### config.mk
export PLATFORM = sky130hd
export DESIGN_NAME = control_sequencer
export DESIGN_NICKNAME = d
export VERILOG_FILES = /design/src/rtl/control_sequencer.sv
export SDC_FILE = /design/constraint.sdc
export NUM_CORES = 1
export LEC_CHECK = 0
export BUFFER_PORTS_ARGS = -buffer_cell sky130_fd_sc_hd__buf_2
export CAP_MARGIN = 20
export CORE_ASPECT_RATIO = 0.8
export CORE_MARGIN = 2
export CORE_UTILIZATION = 51
export CTS_BUF_LIST = sky130_fd_sc_hd__clkbuf_8
export DETAILED_ROUTE_END_ITERATION = 8
export GPL_ROUTABILITY_DRIVEN = 0
export MAX_ROUTING_LAYER = met4
export PLACE_DENSITY = 0.82
export SYNTH_ARGS = -nofsm -noshare
export SYNTH_HDL_FRONTEND = slang
export SYNTH_SLANG_ARGS = --single-unit
### constraint.sdc
create_clock -name clk -period 2.9 [get_ports clk]
set_input_delay 0 -clock clk [delete_from_list [all_inputs] [get_ports clk]]
set_output_delay 0 -clock clk [all_outputs]
set_load 0.01 [all_outputs]
### src/rtl/control_sequencer.sv
// Fetch/decode/execute controller for ALUSystem: fetches two-byte instructions through the IR
// and sequences microsteps, each held STEP_CYCLES clocks with writes on the final cycle only.
module control_sequencer #(
  parameter int unsigned STEP_CYCLES = 3
) (
  input  logic        clk,
  input  logic        rst_n,
  input  logic [15:0] ir_out,
  input  logic [3:0]  alu_flags,
  output logic [2:0]  rf_o1sel,
  output logic [2:0]  rf_o2sel,
  output logic [1:0]  rf_funsel,
  output logic [3:0]  rf_rsel,
  output logic [3:0]  rf_tsel,
  output logic [3:0]  alu_funsel,
  output logic [1:0]  arf_outasel,
  output logic [1:0]  arf_outbsel,
  output logic [1:0]  arf_funsel,
  output logic [3:0]  arf_rsel,
  output logic        ir_lh,
  output logic        ir_enable,
  output logic [1:0]  ir_funsel,
  output logic        mem_wr,
  output logic        mem_cs,
  output logic [1:0]  mux_a_sel,
  output logic [1:0]  mux_b_sel,
  output logic        mux_c_sel,
  output logic        halted,
  output logic [2:0]  state
);

  localparam int unsigned CNT_W = 3;
  localparam logic [CNT_W-1:0] LAST_CNT = CNT_W'(STEP_CYCLES - 1);

  localparam logic [3:0] OP_LDI = 4'h0, OP_LDM = 4'h1, OP_STM = 4'h2, OP_ADD = 4'h3;
  localparam logic [3:0] OP_LSR = 4'hA, OP_INC = 4'hB, OP_DEC = 4'hC, OP_BRA = 4'hD;
  localparam logic [3:0] OP_BEQ = 4'hE, OP_HLT = 4'hF;

  typedef enum logic [2:0] {
    S_INIT    = 3'd0,
    S_FETCH_L = 3'd1,
    S_FETCH_H = 3'd2,
    S_DECODE  = 3'd3,
    S_EXEC1   = 3'd4,
    S_EXEC2   = 3'd5,
    S_HALT    = 3'd6
  } state_e;

  state_e           state_q, state_d;
  logic [CNT_W-1:0] cnt_q, cnt_d;
  logic             z_q, z_d;
  logic             step_last, last_d;

  logic [2:0] rf_o1sel_d, rf_o2sel_d;
  logic [1:0] rf_funsel_d, arf_outbsel_d, arf_funsel_d, ir_funsel_d, mux_a_sel_d, mux_b_sel_d;
  logic [3:0] rf_rsel_d, rf_tsel_d, alu_funsel_d, arf_rsel_d;
  logic       ir_lh_d, ir_enable_d, mem_wr_d, mem_cs_d, mux_c_sel_d, halted_d;

  logic [3:0] op;
  logic [1:0] rx, ry;
  logic [3:0] rsel_rx;
  logic       is_alu;
  logic       unused_inputs;

  assign op      = ir_out[15:12];
  assign rx      = ir_out[11:10];
  assign ry      = ir_out[9:8];
  assign rsel_rx = 4'b1000 >> rx;
  assign is_alu  = (op >= OP_ADD) && (op <= OP_LSR);
  assign unused_inputs = ^{alu_flags[3:1], ir_out[7:0]};
  assign state   = state_q;

  function automatic logic [3:0] alu_code(input logic [3:0] opc);
    case (opc)
      4'h3:    alu_code = 4'b0100;
      4'h4:    alu_code = 4'b0101;
      4'h5:    alu_code = 4'b0111;
      4'h6:    alu_code = 4'b1000;
      4'h7:    alu_code = 4'b1010;
      4'h8:    alu_code = 4'b0010;
      4'h9:    alu_code = 4'b1011;
      4'hA:    alu_code = 4'b1100;
      default: alu_code = 4'b0000;
    endcase
  endfunction

  // Next state, then the control word for the cycle being entered so outputs stay registered.
  always_comb begin
    state_d       = state_q;
    cnt_d         = cnt_q;
    z_d           = z_q;
    rf_o1sel_d    = 3'b000;
    rf_o2sel_d    = 3'b000;
    rf_funsel_d   = 2'b00;
    rf_rsel_d     = 4'b0000;
    rf_tsel_d     = 4'b0000;
    alu_funsel_d  = 4'b0000;
    arf_outbsel_d = 2'b00;
    arf_funsel_d  = 2'b00;
    arf_rsel_d    = 4'b0000;
    ir_lh_d       = 1'b0;
    ir_enable_d   = 1'b0;
    ir_funsel_d   = 2'b00;
    mem_wr_d      = 1'b0;
    mem_cs_d      = 1'b1;
    mux_a_sel_d   = 2'b00;
    mux_b_sel_d   = 2'b00;
    mux_c_sel_d   = 1'b0;
    halted_d      = 1'b0;

    step_last = (state_q == S_DECODE) || (cnt_q == LAST_CNT);
    if (step_last) begin
      cnt_d = '0;
      case (state_q)
        S_INIT:    state_d = S_FETCH_L;
        S_FETCH_L: state_d = S_FETCH_H;
        S_FETCH_H: state_d = S_DECODE;
        S_DECODE:  state_d = S_EXEC1;
        S_EXEC1: begin
          if (op == OP_LDM || op == OP_STM) state_d = S_EXEC2;
          else if (op == OP_HLT)            state_d = S_HALT;
          else                              state_d = S_FETCH_L;
        end
        S_EXEC2:   state_d = S_FETCH_L;
        default:   state_d = S_HALT;
      endcase
      if (state_q == S_EXEC1 && is_alu) z_d = alu_flags[0];
    end else begin
      cnt_d = cnt_q + CNT_W'(1);
    end

    last_d = (state_d == S_DECODE) || (cnt_d == LAST_CNT);
    case (state_d)
      S_INIT: begin
        if (last_d) begin
          rf_rsel_d  = 4'b1111;
          rf_tsel_d  = 4'b1111;
          arf_rsel_d = 4'b1111;
        end
      end
      S_FETCH_L, S_FETCH_H: begin
        arf_outbsel_d = 2'b11;
        mem_cs_d      = 1'b0;
        ir_funsel_d   = 2'b01;
        ir_lh_d       = (state_d == S_FETCH_H);
        arf_funsel_d  = 2'b10;
        if (last_d) begin
          ir_enable_d = 1'b1;
          arf_rsel_d  = 4'b1000;
        end
      end
      S_EXEC1: begin
        if (op == OP_LDI) begin
          mux_a_sel_d = 2'b10;
          rf_funsel_d = 2'b01;
          if (last_d) rf_rsel_d = rsel_rx;
        end else if (op == OP_LDM || op == OP_STM) begin
          mux_b_sel_d  = 2'b10;
          arf_funsel_d = 2'b01;
          if (last_d) arf_rsel_d = 4'b0100;
        end else if (is_alu) begin
          alu_funsel_d = alu_code(op);
          rf_o1sel_d   = {1'b1, rx};
          rf_o2sel_d   = {1'b1, ry};
          rf_funsel_d  = 2'b01;
          if (last_d) rf_rsel_d = rsel_rx;
        end else if (op == OP_INC || op == OP_DEC) begin
          rf_funsel_d = (op == OP_INC) ? 2'b11 : 2'b10;
          if (last_d) rf_rsel_d = rsel_rx;
        end else if (op == OP_BRA || (op == OP_BEQ && z_q)) begin
          mux_b_sel_d  = 2'b10;
          arf_funsel_d = 2'b01;
          if (last_d) arf_rsel_d = 4'b1000;
        end
      end
      S_EXEC2: begin
        mem_cs_d = 1'b0;
        if (op == OP_LDM) begin
          mux_a_sel_d = 2'b01;
          rf_funsel_d = 2'b01;
          if (last_d) rf_rsel_d = rsel_rx;
        end else begin
          rf_o1sel_d = {1'b1, rx};
          if (last_d) mem_wr_d = 1'b1;
        end
      end
      S_HALT:  halted_d = 1'b1;
      default: ;
    endcase
  end

  // Reset drops every output to the idle word at once, so no partial write survives.
  always_ff @(posedge clk or negedge rst_n) begin
    if (!rst_n) begin
      state_q     <= S_INIT;
      cnt_q       <= '0;
      z_q         <= 1'b0;
      rf_o1sel    <= 3'b000;
      rf_o2sel    <= 3'b000;
      rf_funsel   <= 2'b00;
      rf_rsel     <= 4'b0000;
      rf_tsel     <= 4'b0000;
      alu_funsel  <= 4'b0000;
      arf_outasel <= 2'b00;
      arf_outbsel <= 2'b00;
      arf_funsel  <= 2'b00;
      arf_rsel    <= 4'b0000;
      ir_lh       <= 1'b0;
      ir_enable   <= 1'b0;
      ir_funsel   <= 2'b00;
      mem_wr      <= 1'b0;
      mem_cs      <= 1'b1;
      mux_a_sel   <= 2'b00;
      mux_b_sel   <= 2'b00;
      mux_c_sel   <= 1'b0;
      halted      <= 1'b0;
    end else begin
      state_q     <= state_d;
      cnt_q       <= cnt_d;
      z_q         <= z_d;
      rf_o1sel    <= rf_o1sel_d;
      rf_o2sel    <= rf_o2sel_d;
      rf_funsel   <= rf_funsel_d;
      rf_rsel     <= rf_rsel_d;
      rf_tsel     <= rf_tsel_d;
      alu_funsel  <= alu_funsel_d;
      arf_outasel <= 2'b00;
      arf_outbsel <= arf_outbsel_d;
      arf_funsel  <= arf_funsel_d;
      arf_rsel    <= arf_rsel_d;
      ir_lh       <= ir_lh_d;
      ir_enable   <= ir_enable_d;
      ir_funsel   <= ir_funsel_d;
      mem_wr      <= mem_wr_d;
      mem_cs      <= mem_cs_d;
      mux_a_sel   <= mux_a_sel_d;
      mux_b_sel   <= mux_b_sel_d;
      mux_c_sel   <= mux_c_sel_d;
      halted      <= halted_d;
    end
  end

endmodule
# Word-level counts from Yosys, hierarchy flattened
# Memory sizes are Yosys's and may differ from the RTL's.
# Index checks and enable logic that the tools add are counted.
[totals] ff_bits=46 romBits=64 out_inout_bits=45 elab_cells=125 n_memories=1
[memory_table] memory="(name not given)" words=16 word_bits=4 rd=1 rd_ports_with_merged_regs=0 write_ports=0 line_no="74" text="case (opc)"
[op_classes] add_sub_neg=1 order_cmp=2 n_eq_ne=20 n_shift=1 muxes=65 n_reduce_logical=15
[op_table] cell="$mux W4" count=18
[op_table] cell="$mux W3" count=13
[op_table] cell="$mux W2" count=12
[op_table] cell="$pmux W4 S3" count=2
[op_table] cell="$eq A4 B4 Y1 const B" count=5
[op_table] cell="$eq A3 B2 Y1 const B" count=6
[op_table] cell="$eq A3 B3 Y1 const B" count=5
[op_table] cell="$mux W1" count=15
[op_table] cell="$pmux W3 S5" count=1
[op_table] cell="$pmux W2 S2" count=3
[op_table] cell="$eq A3 B1 Y1 const B" count=2
[op_table] cell="$logic_not A3 Y1" count=2
[op_table] cell="$pmux W3 S2" count=1
[op_table] cell="$logic_or A1 B1 Y1" count=5
[op_table] cell="$eq A4 B1 Y1 const B" count=1
[op_table] cell="$eq A4 B2 Y1 const B" count=1
[op_table] cell="$ge A4 B2 Y1 const B" count=1
[op_table] cell="$le A4 B4 Y1 const B" count=1
[op_table] cell="$logic_not A4 Y1" count=1
[op_table] cell="$reduce_or A2 Y1" count=2
[op_table] cell="$shr A4 B2 Y4 const A" count=1
[op_table] cell="$add A3 B1 Y3 const B" count=1
[op_table] cell="$logic_and A1 B1 Y1" count=3
[op_table] cell="$reduce_or A3 Y1" count=1
[op_table] cell="$reduce_and A2 Y1" count=1

# Depth between registers and ports, before layout
# Gate-level depths: netlist (run 1).
[depth] word_depth=14 mapped_depth=9 mapped_depth_nobuf=8

# Least setup slack after synthesis (run 1)
# OpenSTA, ideal clock, no wires.
[synth_path] kind="register to register" start="register cnt_q[0]" end="register rf_o1sel[0]" setup_time_ns=0.089 arrival_time_ns=1.886 required_time_ns=2.811 setup_slack_ns=0.926 stages_incl_launch_ff=9 path_cell_list="dfrtp_1 -> inv_1 -> ha_1 -> nor2b_2 -> buf_6 -> mux2i_1 -> or4b_4 -> a21boi_4 -> nor3b_1"
[synth_between] elab_chain_cells=5
[synth_rtl] item="start, declared" line_no="50" text="logic [CNT_W-1:0] cnt_q, cnt_d;"
[synth_rtl] item="start signal, assigned" line_no="219" text="cnt_q <= cnt_d;"
[synth_rtl] item="$eq A3 B2 Y1 *" line_no="111" text="step_last = (state_q == S_DECODE) || (cnt_q == LAST_CNT);"
[synth_rtl] item="$logic_or A1 B1 Y1 *" line_no="111"
[synth_rtl] item="$mux W3 *" line_no="112" text="if (step_last) begin"
[synth_rtl] item="$eq A3 B3 Y1" line_no="133" text="case (state_d)"
[synth_rtl] item="$pmux W3 S2 *" line_no="133"
[synth_rtl] item="net rf_o1sel_d[0]" line_no="54" text="logic [2:0] rf_o1sel_d, rf_o2sel_d;"
[synth_rtl] item="end signal, assigned" line_no="221" text="rf_o1sel <= rf_o1sel_d;"
[synth_rtl] item="end, declared" line_no="10" text="output logic [2:0] rf_o1sel,"
# Mark *: on every way through the listed nets, which the timed path passes. The rest lies on a longest branch.
# A chain may end at the register's enable or synchronous reset.

# Final worst setup path (run 1)
[layout_path] start="register cnt_q[0]" end="register rf_rsel[3]"
[layout_between] elab_chain_cells=11
[layout_rtl] item="$eq A3 B2 Y1 *" line_no="111"
[layout_rtl] item="$logic_or A1 B1 Y1 *" line_no="111"
[layout_rtl] item="$mux W3 *" line_no="112"
[layout_rtl] item="net state_d[0]" line_no="49" text="state_e state_q, state_d;"
[layout_rtl] item="$eq A3 B2 Y1" line_no="132" text="last_d = (state_d == S_DECODE) || (cnt_d == LAST_CNT);"
[layout_rtl] item="$logic_or A1 B1 Y1" line_no="132"
[layout_rtl] item="$mux W4"
[layout_rtl] item="$mux W4" line_no="167" text="end else if (op == OP_INC || op == OP_DEC) begin"
[layout_rtl] item="$mux W4" line_no="161" text="end else if (is_alu) begin"
[layout_rtl] item="$mux W4" line_no="157" text="end else if (op == OP_LDM || op == OP_STM) begin"
[layout_rtl] item="$mux W4" line_no="153" text="if (op == OP_LDI) begin"
[layout_rtl] item="$pmux W4 S3 *" line_no="133"
[layout_rtl] item="net rf_rsel_d[3]" line_no="56" text="logic [3:0] rf_rsel_d, rf_tsel_d, alu_funsel_d, arf_rsel_d;"
[layout_rtl] item="end signal, assigned" line_no="224" text="rf_rsel <= rf_rsel_d;"
[layout_rtl] item="end, declared" line_no="13" text="output logic [3:0] rf_rsel,"
# Marks and branches as above.

==> flow_summary.yaml, run 1 <==
run_status:
  status: "finished clean"
sta:
  slew_violations: 0
  period_share_pct: 90.9
  slew_headroom_pct: 45.9
  hold_viol: 0
  setup_tns_ps: 0
  setup_slack_ps: 263
  finalClockSkew_ps: 6.05
  setup_viol: 0
  min_period_ps: 2640
  rsz0062_at_grt: "no"
  worst_slew_pin_slew_ps: 811
  fmax_ghz: 0.379
die:
  core_mm2: 0.00375
  die_width_um: 73.4
  start_util_pct: 52.4
  fp-row-count: 20
  die_h_um: 59.5
  die_area_mm2: 0.00437
  ios: 67
critical_path:
  crit_buf_inv: 3
  critical_path.max_stage_delay_ps: 580
  worstPathRequired_ps: 3130
  cp-end-kind: "flip-flop"
  crit_chain: "inv_1 -> ha_1 -> nor2b_4 -> mux2i_1 -> or3_4 -> inv_4 -> o311ai_2 -> o31ai_1 -> dlygate4sd3_1"
  cp_top_family: "buffers and inverters"
  cp-start-kind: "flip-flop"
  cp.arrival_ps: 2870
  worst-path-max-fanout: 7
  worstSetupPathType: "flip-flop to flip-flop"
  crit_slowest_cell: "dlygate4sd3_1"
hold_path:
  hold_class: "primary input to flip-flop"
grt:
  grt_first_pass_wirelength_mm: 5.87
  overflow: 0
  antenna_found_initial: 0
  grt_usage_pct: 18.8
  grt_max_degree: 39
  grt_pass1_vias: 1328
synth:
  ys_seq_area_share_pct: 48.4
  yosysTopAreaCellShare_pct: 47.1
  synth_area_mm2: 0.00197
  synthTopCellsByCount: "dfrtp_1 (37), nor2_1 (31), buf_4 (12), nand2_1 (12), inv_1 (10)"
  synth_cells: 198
  synth_flop_cell: "dfrtp_1"
  ys_top_cells_by_area: "dfrtp_1 (47%), nor2_1 (5.9%), buf_4 (4.6%)"
  yosys.area.top_type: "dfrtp_1"
  ys_warn_count: 0
  synth-edff-count: 0
  yosysMostFrequentCell: "dfrtp_1"
  synth_cell_types: 49
  syn_area_per_cell_um2: 9.93
  synth_async_sr_flop_share_pct: 100
  ys_ff_latch: 38
route:
  drc: 0
  dr.pass1.iters: 4
  drt_iter0_drc: 59
  wirelength_mm: 3.68
  routedWlPerCell_um: 12.6
  route.vias.total: 1503
  antenna_left: 0
  vias_per_cell: 5.15
cells_and_area:
  diodes: 0
  final_util_pct: 61.8
  drive_gt1_share_pct: 29.4
  stdcell_area_mm2: 0.00232
  layout.cells.non_filler: 292
  synthToLayoutAreaGrowth_pct: 17.9
  fin_nets: 275
cts:
  clkTransAtPathRegs_ps: 80
  clock_latency_ps: 290
  cts_buffers: 5
  h-tree-depth: 2
  post_cts_buffers: 0
  cts_tree: "done"
  clock_sinks: 38
  clockRootBuffer: "clkbuf_8"
  clock_path_buffers: 2
pwr:
  power_density_mw_per_mm2: 919
  ir_drop_mv: 0.579
  cellLeakagePower_nw: 1.23
placement:
  dp.cells: 277
  pre_cts_ws_ps: 677
  placed_area_mm2: 0.00215
  place_hpwl_mm: 2.64
  io_buffer_count: 50
job:
  drv_cap: 0
-- report_power, final --
part | internal [mW] | total, mW | switching, mW
logic | 0.413 | 0.924 | 0.511
registers | 0.680 | 0.829 | 0.149
clock network | 0.191 | 0.379 | 0.188
total | 1.28 | 2.13 | 0.848
-- area by class of cell --
class                           count  area [um^2]
Fill cell                         318         1440
Sequential cell                    38          952
Clock buffer                        6         82.6
Inverter                           12         47.5
Multi-Input combinational cell    133          848
Clock inverter                      2         12.5
Tap cell                           44         55.1
Timing Repair Buffer               57          320
-- worst paths after layout --
| path | start | to | slack [ps] | cells after the start |
|---|---|---|---|---|
| setup reg to reg | cnt_q[0] | rf_rsel[3] | 260 | 9 |
| hold / removal | ir_out[12] | alu_funsel[1] | 50 | 3 |
| min in group asynchronous | rst_n | halted | 340 | 2 |
| hold reg to reg | cnt_q[0] | cnt_q[0] | 480 | 1 |
| max in group asynchronous | rst_n | rf_funsel[1] | 2050 | 2 |
| setup / recovery | cnt_q[0] | rf_rsel[3] | 260 | 9 |
-- registers in the layout (all words and copies together), names as in the netlist, 2 cells and up --
signal      count
rf_rsel         4
rf_o1sel        3
rf_funsel       2
arf_funsel      2
mux_a_sel       2
alu_funsel      4
state           3
arf_rsel        3
rf_o2sel        3
cnt_q           3
-- metal layers --
metal / up-vias / share of wire [%] / track usage [%] / routed length (um)
li1: 749 / - / - / -
met1: 705 / 47 / 24.0 / 1740
met2: 44 / 46 / 27.7 / 1680
met3: 5 / 4.9 / 5.27 / 182
met4: 0 / 2.0 / 9.35 / 74
met5: - / 0 / - / 0
-- tightest hold or removal path: cells and delay by family --
family / cells / cell delay [ps]
buffers and inverters: 1 / 110
AND/OR/NAND/NOR: 1 / 110
AO/OA/AOI/OAI: 1 / 80
-- stage by stage --
| step | total power, mW | hold WS (ps) |
|---|---|---|
| after floorplan | 1.54 | -296 |
| after global placement | 1.72 | 138 |
| after detailed placement | 1.75 | 148 |
| after CTS | 2.14 | 41.5 |
| after global routing | 2.30 | 52.0 |
| final | 2.13 | 48.8 |
-- cell families after synthesis --
family | share of synthesized area, %
other cells | 0.191
buf+inv | 9.48
compound gates | 14.2
flops | 48.4
fa+ha+maj | 3.82
mux | 2.67
xor+xnor | 0.445
simple gates | 20.7
-- repair_timing --
action,in CTS,in global routing
hold buffers,7,0
endpoints found under the setup margin,0,1
gates resized for setup,0,1
endpoints found under the hold margin,46,0
-- placed cells by master, fill, tap and decap left out, drive strengths merged, types with 4 or more instances in the layout --
cell and instances:
a21oi 8, a22oi 4, and2 4, buf 50, clkbuf 6, conb 5
dfrtp 37, dlygate4sd3 7, ha 6, inv 12, nand2 12, nand2b 5
nor2 32, nor2b 4, nor3 6, nor3b 4, o21ai 10
Power figures use the tool's default switching activity.
==> run 2, diff against run 1 <==
- CORE_UTILIZATION: 51 -> 41
- PLACE_DENSITY: 0.82 -> 0.65
==> flow_summary.yaml, run 2 (synthesized netlist as in run 1, its figures left out) <==
route:
  dr.pass1.iters: 4
  wirelength_mm: 3.86
  drc: 0
  vias_per_cell: 4.90
  routedWlPerCell_um: 12.5
  drt_iter0_drc: 56
  route.vias.total: 1510
  antenna_left: 0
grt:
  grt_usage_pct: 16.5
  antenna_found_initial: 0
  overflow: 0
  grt_max_degree: 39
  grt_pass1_vias: 1441
  grt_first_pass_wirelength_mm: 6.55
die:
  die_width_um: 81.4
  die_area_mm2: 0.00537
  start_util_pct: 42.8
  core_mm2: 0.00460
  ios: 67
  die_h_um: 66.0
  fp-row-count: 22
cts:
  clock_latency_ps: 290
  clockRootBuffer: "clkbuf_8"
  clock_path_buffers: 2
  cts_buffers: 5
  clock_sinks: 38
  clkTransAtPathRegs_ps: 80
  cts_tree: "done"
  h-tree-depth: 2
critical_path:
  worst-path-max-fanout: 7
  cp-start-kind: "flip-flop"
  crit_chain: "inv_1 -> ha_1 -> nor2b_4 -> mux2i_1 -> or3_4 -> inv_4 -> o311ai_2 -> o31ai_1 -> dlygate4sd3_1"
  r2r-end: "rf_rsel[3]"
  cp.arrival_ps: 2870
  worstSetupPathType: "flip-flop to flip-flop"
  reg2reg_depth: 9
  cp-end-kind: "flip-flop"
  critical_path.max_stage_delay_ps: 560
  worstPathRequired_ps: 3080
  crit_slowest_cell: "dlygate4sd3_1"
  r2r-start: "cnt_q[0]"
  reg2reg_slack_ps: 210
pwr:
  power_density_mw_per_mm2: 917
  switchingPower_mw: 0.861
  p_clk_share_pct: 17.6
  ir_drop_mv: 0.279
  cellLeakagePower_nw: 1.23
  p_comb_share_pct: 43.8
  swShare_pct: 40.1
  p_seq_share_pct: 38.6
  power.internal_mw: 1.28
placement:
  io_buffer_count: 50
  place_hpwl_mm: 2.80
  pre_cts_ws_ps: 669
cells_and_area:
  seq_area_um2: 952
  synthToLayoutAreaGrowth_pct: 18.9
  final_common_cell: "buf_2"
  fillCellCount: 437
  diodes: 0
  drive_gt1_share_pct: 29.4
  multiInputGateArea_um2: 848
  fin_nets: 275
  final_cell_mix: "buf_2 (50), dfrtp_1 (37), nor2_1 (31)"
  top_regs: "alu_funsel (4), rf_rsel (4)"
sta:
  slew_headroom_pct: 46.7
  min_period_ps: 2690
  slew_violations: 0
  period_share_pct: 92.9
  setup_tns_ps: 0
  hold_viol: 0
  rsz0062_at_grt: "no"
  setup_slack_ps: 207
  worst_slew_pin_slew_ps: 799
  fmax_ghz: 0.371
  setup_viol: 0
  finalClockSkew_ps: 5.85
hold_path:
  hold_class: "primary input to flip-flop"
  holdCritStartpoint: "ir_out[12]"
  worstHoldEndpoint: "alu_funsel[1]"
  holdPathStages: 3
job:
  drv_cap: 0
run_status:
  status: "finished clean"
## run 2: stage by stage
stage	utilization [%]	hold WS [ps]	area, um^2	std cells	power, mW
2_1_floorplan	-	-296	1980	202	1.54
3_3_place_gp	47.2	147	2170	293	1.74
3_5_place_dp	47.2	153	2170	293	1.76
4_1_cts	50.8	33.8	2330	308	2.15
5_1_grt	50.9	68.3	2340	308	2.33
6_report	50.9	40.1	2340	308	2.14
## run 2: area by class of cell
| type | instances | share of cell area [%] |
|---|---|---|
| sequential | 38 | 40.7 |
| multi-input combinational | 133 | 36.3 |
| timing repair buffer | 57 | 13.7 |
| clock buffer | 6 | 3.53 |
| tap | 60 | 3.21 |
| inverter | 12 | 2.03 |
| clock inverter | 2 | 0.535 |
## run 2: worst max path at each step
stage                     slack (ps)  cells after the start     start          end
after global routing               7                      9  cnt_q[0]   rf_rsel[3]
after detailed placement         670                      8  cnt_q[0]   rf_rsel[0]
after floorplan                  930                      8  cnt_q[0]  rf_o1sel[0]
after CTS                        140                      9  cnt_q[0]   rf_rsel[3]
final                            210                      9  cnt_q[0]   rf_rsel[3]
after global placement           680                      7  cnt_q[0]  rf_o1sel[0]
## run 2: what timing repair did
action	CTS	global route
buffers inserted	0	0
hold endpoints to repair	45	0
setup endpoints to repair	0	1
resized for setup	0	1
hold buffers	7	0
## run 2: power groups by stage
| stage | registers [mW] | logic (mW) | clock network, mW |
|---|---|---|---|
| 4_1_cts | 0.825 | 0.938 | 0.388 |
| 6_report | 0.828 | 0.940 | 0.377 |
| 5_1_grt | 0.855 | 1.05 | 0.425 |
| 3_3_place_gp | 0.831 | 0.907 | 0 |
| 2_1_floorplan | 0.821 | 0.717 | 0 |
| 3_5_place_dp | 0.835 | 0.925 | 0 |
## run 2: critical path, delay by kind of cell (launching register included)
family | cells | cell delay [ps]
AND/OR/NAND/NOR | 2 | 480
flip-flops | 1 | 410
multiplexers | 1 | 290
buffers and inverters | 3 | 700
adder cells (fa/ha/maj) | 1 | 220
AO/OA/AOI/OAI | 2 | 480
## run 2: metal layers
layer / up-vias / track usage, % / part of all wire [%]
li1: 751 / - / -
met5: - / - / 0
met1: 713 / 22.7 / 49
met4: 0 / 5.72 / 1.2
met3: 5 / 3.42 / 4.9
met2: 41 / 24.2 / 44
==> run 3, diff against run 2 <==
- HOLD_SLACK_MARGIN: unset -> 0.1
==> flow_summary.yaml, run 3 (synthesized netlist as in run 1, its figures left out) <==
cts:
  clock_path_buffers: 2
  clkTransAtPathRegs_ps: 80
  h-tree-depth: 2
  post_cts_buffers: 0
  cts_buffers: 5
  clock_latency_ps: 290
  cts_tree: "done"
  clock_sinks: 38
  clockRootBuffer: "clkbuf_8"
placement:
  dp.cells: 293
  io_buffer_count: 50
  place_hpwl_mm: 2.80
  placed_area_mm2: 0.00217
  pre_cts_ws_ps: 669
grt:
  overflow: 0
  grt_max_degree: 39
  grt_usage_pct: 16.5
  grt_pass1_vias: 1460
  grt_first_pass_wirelength_mm: 6.58
  antenna_found_initial: 0
cells_and_area:
  stdcell_area_mm2: 0.00237
  final_cell_mix: "buf_2 (50), dfrtp_1 (37), nor2_1 (31)"
  drive_gt1_share_pct: 29.1
  seq_area_um2: 952
  top_regs: "alu_funsel (4), rf_rsel (4)"
  diodes: 0
  fillCellCount: 436
  multiInputGateArea_um2: 848
  synthToLayoutAreaGrowth_pct: 20.4
  fin_nets: 278
  layout.cells.non_filler: 311
  final_common_cell: "buf_2"
sta:
  slew_violations: 0
  period_share_pct: 92.8
  min_period_ps: 2690
  setup_slack_ps: 208
  setup_viol: 0
  hold_viol: 0
  fmax_ghz: 0.371
  finalClockSkew_ps: 5.71
  rsz0062_at_grt: "no"
  worst_slew_pin_slew_ps: 793
  setup_tns_ps: 0
  slew_headroom_pct: 47.1
die:
  die_area_mm2: 0.00537
  die_h_um: 66.0
  die_width_um: 81.4
  start_util_pct: 42.8
  ios: 67
  fp-row-count: 22
  core_mm2: 0.00460
route:
  route.vias.total: 1520
  wirelength_mm: 3.87
  dr.pass1.iters: 4
  routedWlPerCell_um: 12.4
  drt_iter0_drc: 64
  antenna_left: 0
  vias_per_cell: 4.89
  drc: 0
critical_path:
  cp-end-kind: "flip-flop"
  crit_chain: "inv_1 -> ha_1 -> nor2b_4 -> mux2i_1 -> or3_4 -> inv_4 -> o311ai_2 -> o31ai_1 -> dlygate4sd3_1"
  worst-path-max-fanout: 7
  crit_slowest_cell: "dlygate4sd3_1"
  worstSetupPathType: "flip-flop to flip-flop"
  cp-start-kind: "flip-flop"
  critical_path.max_stage_delay_ps: 560
  worstPathRequired_ps: 3080
  cp.arrival_ps: 2870
pwr:
  finalPower_mw: 2.15
  power_density_mw_per_mm2: 907
  ir_drop_mv: 0.279
  cellLeakagePower_nw: 1.24
job:
  drv_cap: 0
hold_path:
  hold_class: "primary input to flip-flop"
run_status:
  status: "finished clean"
run 3: cell count changes in the layout (fill, tap and decap cells not counted):
cell / before / now
dlygate4sd3_1: 7 / 10
run 3: through the flow:
stage               hold WS [ps]  util [%]
floorplan                   -296         -
global placement             147      47.2
detailed placement           153      47.2
CTS                          108      51.4
global route                 153      51.5
finish                       121      51.5
run 3: repair_timing:
action	CTS	global route
endpoints found under the setup margin	0	1
resized for setup	0	1
hold endpoints to repair	49	0
hold buffers	10	0
run 3: worst max-delay path: cells and delay by family (launching register included):
family                     cells  cell delay, ps
muxes                          1             290
adders and majority gates      1             220
AOI/OAI and AO/OA              2             470
buffers and inverters          3             700
and+or+nand+nor                2             480
DFF                            1             410
run 3: final timing paths:
path,from,cells after the start,slack [ps],end
setup / recovery,cnt_q[0],9,210,rf_rsel[3]
hold / removal,ir_out[14],3,120,rf_funsel[1]
setup reg to reg,cnt_q[0],9,210,rf_rsel[3]
hold reg to reg,cnt_q[0],1,500,cnt_q[0]
max in group asynchronous,rst_n,2,2050,rf_funsel[1]
min in group asynchronous,rst_n,2,340,z_q
run 3: layer usage:
layer / vias up / global-route usage [%] / wire length [um]
met4: 0 / 5.72 / 46
li1: 757 / - / -
met3: 5 / 3.42 / 185
met1: 717 / 22.6 / 1930
met2: 41 / 24.5 / 1710
met5: - / - / 0
run 3: where the power goes:
part | switching, mW | total [mW] | internal [mW]
logic | 0.527 | 0.943 | 0.416
registers | 0.149 | 0.828 | 0.679
clock network | 0.187 | 0.378 | 0.191
run 3: final cells by class:
cell class	instances	share of cell area [%]
flip-flops and latches	38	40.2
multi-input cells	133	35.8
repair buffers	60	14.8
clock buffers	6	3.49
well taps	60	3.17
inverters	12	2.01
clock inverters	2	0.528
